## src/rtl/hexscan.sv

```systemverilog
// hexscan: four-digit multiplexed hex 7-segment driver with frame-synchronous double-buffered load
module hexscan #(
  parameter int TICK_DIV = 50000,
  parameter int GAP_CYC = 2
) (
  input  logic        clk,
  input  logic        reset,
  input  logic        en,
  input  logic        load,
  input  logic [15:0] data,
  input  logic [3:0]  blank,
  output logic        ready,
  output logic [3:0]  an,
  output logic [6:0]  seg,
  output logic        frame
);
  localparam int TW = $clog2(TICK_DIV);
  localparam logic [111:0] LUT = {7'h0E, 7'h06, 7'h21, 7'h46, 7'h03, 7'h08, 7'h10, 7'h00,
                                  7'h78, 7'h02, 7'h12, 7'h19, 7'h30, 7'h24, 7'h79, 7'h40};
  typedef enum logic [1:0] {OFF, SHOW, GAP} state_t;
  state_t state_q, state_d;
  logic [TW-1:0] tick_q, tick_d;
  logic [1:0] dig_q, dig_d;
  logic [15:0] active_q, shadow_q;
  logic pending_q;
  logic [3:0] an_q;
  logic [6:0] seg_q;
  logic show_end, gap_end, commit, accept;
  logic [3:0] nib;
  always_comb begin
    show_end = tick_q == TW'(TICK_DIV - 1);
    gap_end = tick_q == TW'(GAP_CYC - 1);
    state_d = state_q;
    tick_d = tick_q + 1'b1;
    dig_d = dig_q;
    if ((state_q != SHOW && state_q != GAP) || !en) begin
      state_d = (state_q == OFF && en) ? SHOW : OFF;
      tick_d = '0;
      dig_d = '0;
    end else if (state_q == SHOW && show_end) begin
      state_d = GAP;
      tick_d = '0;
    end else if (state_q == GAP && gap_end) begin
      state_d = SHOW;
      tick_d = '0;
      dig_d = dig_q + 1'b1;
    end
    frame = !reset && en && (state_q == OFF || (state_q == GAP && gap_end && dig_q == 2'd3));
    // a pending value commits only between frames, or at once while scanning is off
    commit = pending_q && (state_q == OFF || frame);
    accept = load && !pending_q;
    nib = active_q[4*dig_q +: 4];
  end
  always_ff @(posedge clk) begin
    if (reset) begin
      state_q <= OFF;
      tick_q <= '0;
      dig_q <= '0;
      active_q <= '0;
      shadow_q <= '0;
      pending_q <= 1'b0;
      an_q <= 4'hF;
      seg_q <= 7'h7F;
    end else begin
      state_q <= state_d;
      tick_q <= tick_d;
      dig_q <= dig_d;
      if (accept) shadow_q <= data;
      if (accept) pending_q <= 1'b1;
      if (commit) active_q <= shadow_q;
      if (commit) pending_q <= 1'b0;
      an_q <= (state_q == SHOW) ? ~(4'b0001 << dig_q) : 4'hF;
      seg_q <= (state_q == SHOW && !blank[dig_q]) ? LUT[7*nib +: 7] : 7'h7F;
    end
  end
  assign ready = !pending_q;
  assign an = an_q;
  assign seg = seg_q;
endmodule

```

## config.mk

```make
export PLATFORM = sky130hd
export DESIGN_NAME = hexscan
export DESIGN_NICKNAME = d
export VERILOG_FILES = /design/src/rtl/hexscan.sv
export SDC_FILE = /design/constraint.sdc
export NUM_CORES = 1
export LEC_CHECK = 0
export CORE_MARGIN = 5
export CORE_UTILIZATION = 35
export DETAILED_ROUTE_END_ITERATION = 8
export GPL_TIMING_DRIVEN = 0
export HOLD_SLACK_MARGIN = 0.08
export PLACE_DENSITY = 0.61
export SETUP_SLACK_MARGIN = 0.05
export SKIP_LAST_GASP = 1
export SYNTH_ARGS = -nofsm -noshare
export SYNTH_HDL_FRONTEND = slang
export SYNTH_SLANG_ARGS = --single-unit
```

## constraint.sdc

```tcl
create_clock -name clk -period 2.09 [get_ports clk]
set_input_delay 0.209 -clock clk [delete_from_list [all_inputs] [get_ports clk]]
set_output_delay 0.209 -clock clk [all_outputs]
set_load 0.05 [all_outputs]
```

# Yosys cells after proc, flatten, opt, wreduce, memory -nomap -nowiden
# Index checks and enable logic that the tools add are counted.
word_totals:
  latchBits: 0
  ram_bits: 0
  wordCells: 57
  rom_bits: 0
  output_inout_bits: 13
  ff_bits: 64
  mem_count: 0
  input_bits: 24
op_classes:
  n_bitwise: 4
  mux: 6
  n_lt_le_gt_ge: 1
  n_addsub: 2
  n_eq_ne: 7
  n_reduce_logical: 25
  n_mul: 1
  shift: 3
  div_mod_pow: 0
ops:
  columns: ["operator", "n"]
  rows:
  - ["112-bit by 8-bit variable part select with 7-bit output (first input constant)", 1]
  - ["16-bit by 1-bit adder with 16-bit output (second input constant)", 1]
  - ["16-bit by 1-bit equality test with 1-bit output (second input constant)", 1]
  - ["16-bit equality test (second input constant)", 1]
  - ["16-bit by 5-bit variable part select with 4-bit output", 1]
  - ["1-bit logical AND", 10]
  - ["2-bit OR reduction", 4]
  - ["3-bit by 4-bit multiplier with 7-bit output (first input constant)", 1]
  - ["2-bit 2-to-1 mux", 3]
  - ["2-bit equality test (second input constant)", 2]
  - ["1-bit logical NOT", 4]
  - ["4-bit NOT", 1]
  - ["4-bit OR reduction", 1]
  - ["1-bit by 2-bit left shift with 4-bit output (first input constant)", 1]
  - ["1-bit logical OR", 3]
  - ["2-bit by 3-bit less-than comparator with 1-bit output (second input constant)", 1]
  - ["1-bit NOT", 3]
  - ["3-bit nonzero test", 1]
  - ["2-bit by 1-bit adder with 2-bit output (second input constant)", 1]
  - ["1-bit binary-select mux with 2-bit select", 1]
  - ["2-bit by 1-bit equality test with 1-bit output (second input constant)", 1]
  - ["2-bit logical NOT", 1]
  - ["1-bit 2-to-1 mux", 2]
  - ["2-bit by 1-bit != test with 1-bit output (second input constant)", 1]
  - ["other kinds (2)", 2]

# Longest topological paths before layout
depth:
  word_depth: 8
  mapped_depth: 8
  ltp_nobuf: 6

# Worst setup path after synthesis
# OpenSTA, ideal clock, no wires.
synth_timing:
  path_kind: "reg2out"
  from: "register tick_q[10]"
  to: "output frame"
  required_time_ns: 1.881
  n_path_buf: 0
  stages_incl_launch_ff: 5
  setup_slack_ns: 0.145
  arrival_ns: 1.736
  path_cell_list: "dfxtp_1 -> nor4_4 -> and4_2 -> a31oi_1 -> nor2b_1"
synth_via:
  elab_chain_cells: 5
synth_rtl:
  columns: ["element", "line", "text"]
  rows:
  - ["from (decl)", "22", "logic [TW-1:0] tick_q, tick_d;"]
  - ["from (signal assigned)", "66", "tick_q <= tick_d;"]
  - ["16-bit by 1-bit equality test with 1-bit output", "32", "gap_end = tick_q == TW'(GAP_CYC - 1);"]
  - ["1-bit logical AND (2 in series)", "48", "frame = !reset && en && (state_q == OFF || (state_q == GAP && gap_end && dig_q == 2'd3));"]
  - ["1-bit logical OR", "48", null]
  - ["1-bit logical AND", "48", null]
  - ["to (decl)", "15", "output logic frame"]
# No other way between the ends.

# Final worst setup path
layout_timing:
  from: "register tick_q[4]"
  to: "output frame"
# The elaborated chain is that of the path after synthesis.

==> impl_metrics.tcl <==
set metrics [dict create \
    place_hpwl_mm 4.59 \
    core.rowCount 34 \
    min_from "data[12]" \
    drtPass1Iterations 4 \
    placed_area_mm2 0.00357 \
    drt_iter0_drc 61 \
    cts_sinks 64 \
    grt_first_pass_wirelength_mm 10.9 \
    worst_pin_slew_ns 0.501 \
    vias 2380 \
    coreArea_mm2 0.00864 \
    p_comb_frac 0.093 \
    synth_area_leaders "dfxtp_1, nand2b_1, ha_1" \
    slew_violations 0 \
    final_cell_mix "dfxtp_1, nand2_1, clkdlybuf4s50_1, nand2b_1, a21oi_1" \
    die_w_um 104 \
    p_leak_nw 1.41 \
    final_nets 422 \
    synth.yosys.warnings 0 \
    grt_max_degree 14 \
    power.switching_mw 0.676 \
    final-setup-viol-count 0 \
    drv_cap 0 \
    synth_top_area_frac 0.417 \
    clock.fmax_mhz 501 \
    slew_headroom 0.665 \
    drc 0 \
    clkTransAtPathRegs_ns 0.08 \
    cts_made_buffers 9 \
    cp_slowest_cell "dfxtp_2" \
    crit_end "frame" \
    drive_above_1_share 0.137 \
    portBuffers 36 \
    fin_crit_sh 0.954 \
    required_ns 1.88 \
    final_common_cell "dfxtp_1" \
    cp_top_family "simple AND/OR/NAND/NOR gates" \
    ys_seq_elements 64 \
    wl_mm 6.31 \
    synthDistinctLibCells 48 \
    die-area_mm2 0.0107 \
    status "complete, no violations" \
    cp-end-kind "output port" \
    crit_top_cell "buf_6" \
    fillers 846 \
    p_int_mw 2.07 \
    finalPower_mw 2.74 \
    cts_tree "done" \
    tns_ns 0 \
    postCtsHoldBufs 0 \
    syn_to_final_growth_pct 26.7 \
    via_per_inst 4.80 \
    htree_levels 3 \
    hold_class "in2reg" \
    wl_per_cell_um 12.7 \
    clock_latency_ns 0.35 \
    path_buf_inv 2 \
    regArea_mm2 0.00128 \
    place_ws_ns -0.246 \
    grt-ovfl-total 0 \
    worst-path-max-fanout 6 \
    reg2reg_depth 9 \
    syn_area_mm2 0.00307 \
    num_antenna_cells 0 \
    synth-async-reset-ratio 0 \
    criticalPathCategory "reg2out" \
    antenna_left 0 \
    timing.rr.start "tick_q[4]$_SDFF_PP0_" \
    reg2reg_setup_slack_ns 0.1 \
    syn_avg_cell_area_um2 9.28 \
    start_kind "flip-flop" \
    fin_ws_ns 0.0951 \
    yosys.area.top_type "dfxtp_1" \
    postSynthCellCount 331 \
    rsz0062_at_grt "yes" \
    switching_share 0.247 \
    ir_drop_mv 0.306 \
    yosysSeqAreaShare 0.417 \
    crit_start "tick_q[4]$_SDFF_PP0_" \
    r2r-end "active_q[6]$_SDFFE_PP0P_" \
    critical_path_depth 6 \
    die_h_um 104 \
    clock-root-buffer "clkbuf_8" \
    final_hold_viol_count 0 \
    crit_arrival_ns 1.79 \
    grt_util_all_layers 0.121 \
    place.gp.congestion 0.823 \
    synth_edf_count 0 \
    antenna_found_initial 0 \
    pin_count 37 \
    power_density_mw_per_mm2 705 \
    grt_pass1_vias 2355 \
    ys.flop_type "dfxtp_1" \
    fin_crit_ns 1.99 \
    multi_input_area_mm2 0.00169 \
    crit_path_cell_trace "buf_6, nor4_4, and4_4, a31oi_1, nor2b_1, buf_6" \
    initial_utilization 0.356 \
    clock_path_buffers 2 \
    p_clk_frac 0.442 \
    fin_skew_ns 0.0106 \
    pwr-share-seq 0.465 \
    stdcell_area_mm2 0.00389 \
    slowest_delay_ns 0.32 \
    synth_nets 370 \
]
-- through the flow --
step / instances / utilization / hold slack (ns)
after floorplan: 331 / - / 0.345
after global routing: 496 / 0.451 / 0.390
after CTS: 491 / 0.440 / 0.382
after detailed placement: 475 / 0.413 / 0.450
after global placement: 475 / 0.413 / 0.447
final: 496 / 0.451 / 0.397
-- kinds of logic (layout without fill, tap and decap cells) --
kind of cell,Yosys count,in the layout,synth area share
AOI/OAI and AO/OA,45,45,0.0945
xor gates and xnor gates,12,12,0.0342
adders and majority gates,15,15,0.0611
buffers and inverters,30,87,0.0465
DFF,64,64,0.417
muxes,22,22,0.0921
and+or+nand+nor,143,143,0.254
-- worst min path at each step --
stage,end,slack (ns),depth (start not counted)
2_1_floorplan,shadow_q[0]$_SDFFE_PP0P_,0.34,2
3_3_place_gp,shadow_q[1]$_SDFFE_PP0P_,0.45,2
3_5_place_dp,shadow_q[4]$_SDFFE_PP0P_,0.45,2
4_1_cts,shadow_q[13]$_SDFFE_PP0P_,0.38,3
5_1_grt,shadow_q[12]$_SDFFE_PP0P_,0.39,3
6_report,shadow_q[12]$_SDFFE_PP0P_,0.40,3
-- worst reg2reg max path, delay by kind of cell, from the launching register on --
kind                   cells  cell delay (ns)
and+or+nand+nor            2             0.44
AOI/OAI and AO/OA          1             0.32
buffers and inverters      5             0.69
DFF                        1             0.32
muxes                      1             0.11
-- power groups by stage --
stage	Combinational (mW)	Sequential (mW)	Clock (mW)
floorplan	0.146	1.31	0
global placement	0.249	1.30	0
detailed placement	0.253	1.30	0
CTS	0.253	1.27	1.25
global route	0.281	1.28	1.31
finish	0.255	1.27	1.21
-- Yosys cell counts, types with 3 or more instances --
| library cell | number |
|---|---|
| ha_1 | 15 |
| buf_2 | 5 |
| xnor2_1 | 11 |
| nand3_1 | 10 |
| inv_1 | 14 |
| nor3_1 | 18 |
| nor2_1 | 8 |
| nand2_1 | 46 |
| mux2i_1 | 17 |
| nor2b_1 | 8 |
| nor4_1 | 3 |
| nand2b_1 | 33 |
| dfxtp_1 | 64 |
| clkbuf_1 | 8 |
| o221ai_1 | 4 |
| o21ai_0 | 3 |
| a21oi_1 | 22 |
| mux4_2 | 5 |
-- what timing repair did --
| item | 4_1_cts | 5_1_grt |
|---|---|---|
| cloned | 0 | 0 |
| pin swaps | 0 | 3 |
| gates resized for setup | 8 | 21 |
| setup endpoints to repair | 13 | 16 |
| setup buffers | 0 | 5 |
-- metal layers --
| layer | global-route usage | wire, µm | part of all wire | vias up |
|---|---|---|---|---|
| met4 | 0.0629 | 144 | 0.023 | 0 |
| met1 | 0.159 | 3150 | 0.50 | 1065 |
| met2 | 0.179 | 2740 | 0.43 | 62 |
| li1 | - | - | - | 1240 |
| met5 | 0 | 0 | 0 | - |
| met3 | 0.0342 | 275 | 0.044 | 13 |
-- flip-flops by register name, summed over array words and instances, names as in the netlist --
| name | cells |
|---|---|
| an | 4 |
| seg | 7 |
| state_q | 2 |
| tick_q | 16 |
| dig_q | 2 |
| pending_q | 1 |
| shadow_q | 16 |
| active_q | 16 |
-- area by class of cell --
| class | count | share of cell area |
|---|---|---|
| multi-input cells | 237 | 0.434 |
| flip-flops and latches | 64 | 0.330 |
| repair buffers | 41 | 0.103 |
| well taps | 108 | 0.0347 |
| clock buffers | 9 | 0.0318 |
| clock inverters | 7 | 0.0267 |
| plain buffers | 16 | 0.0267 |
| inverters | 14 | 0.0135 |
(Power assumes the default switching activity.)
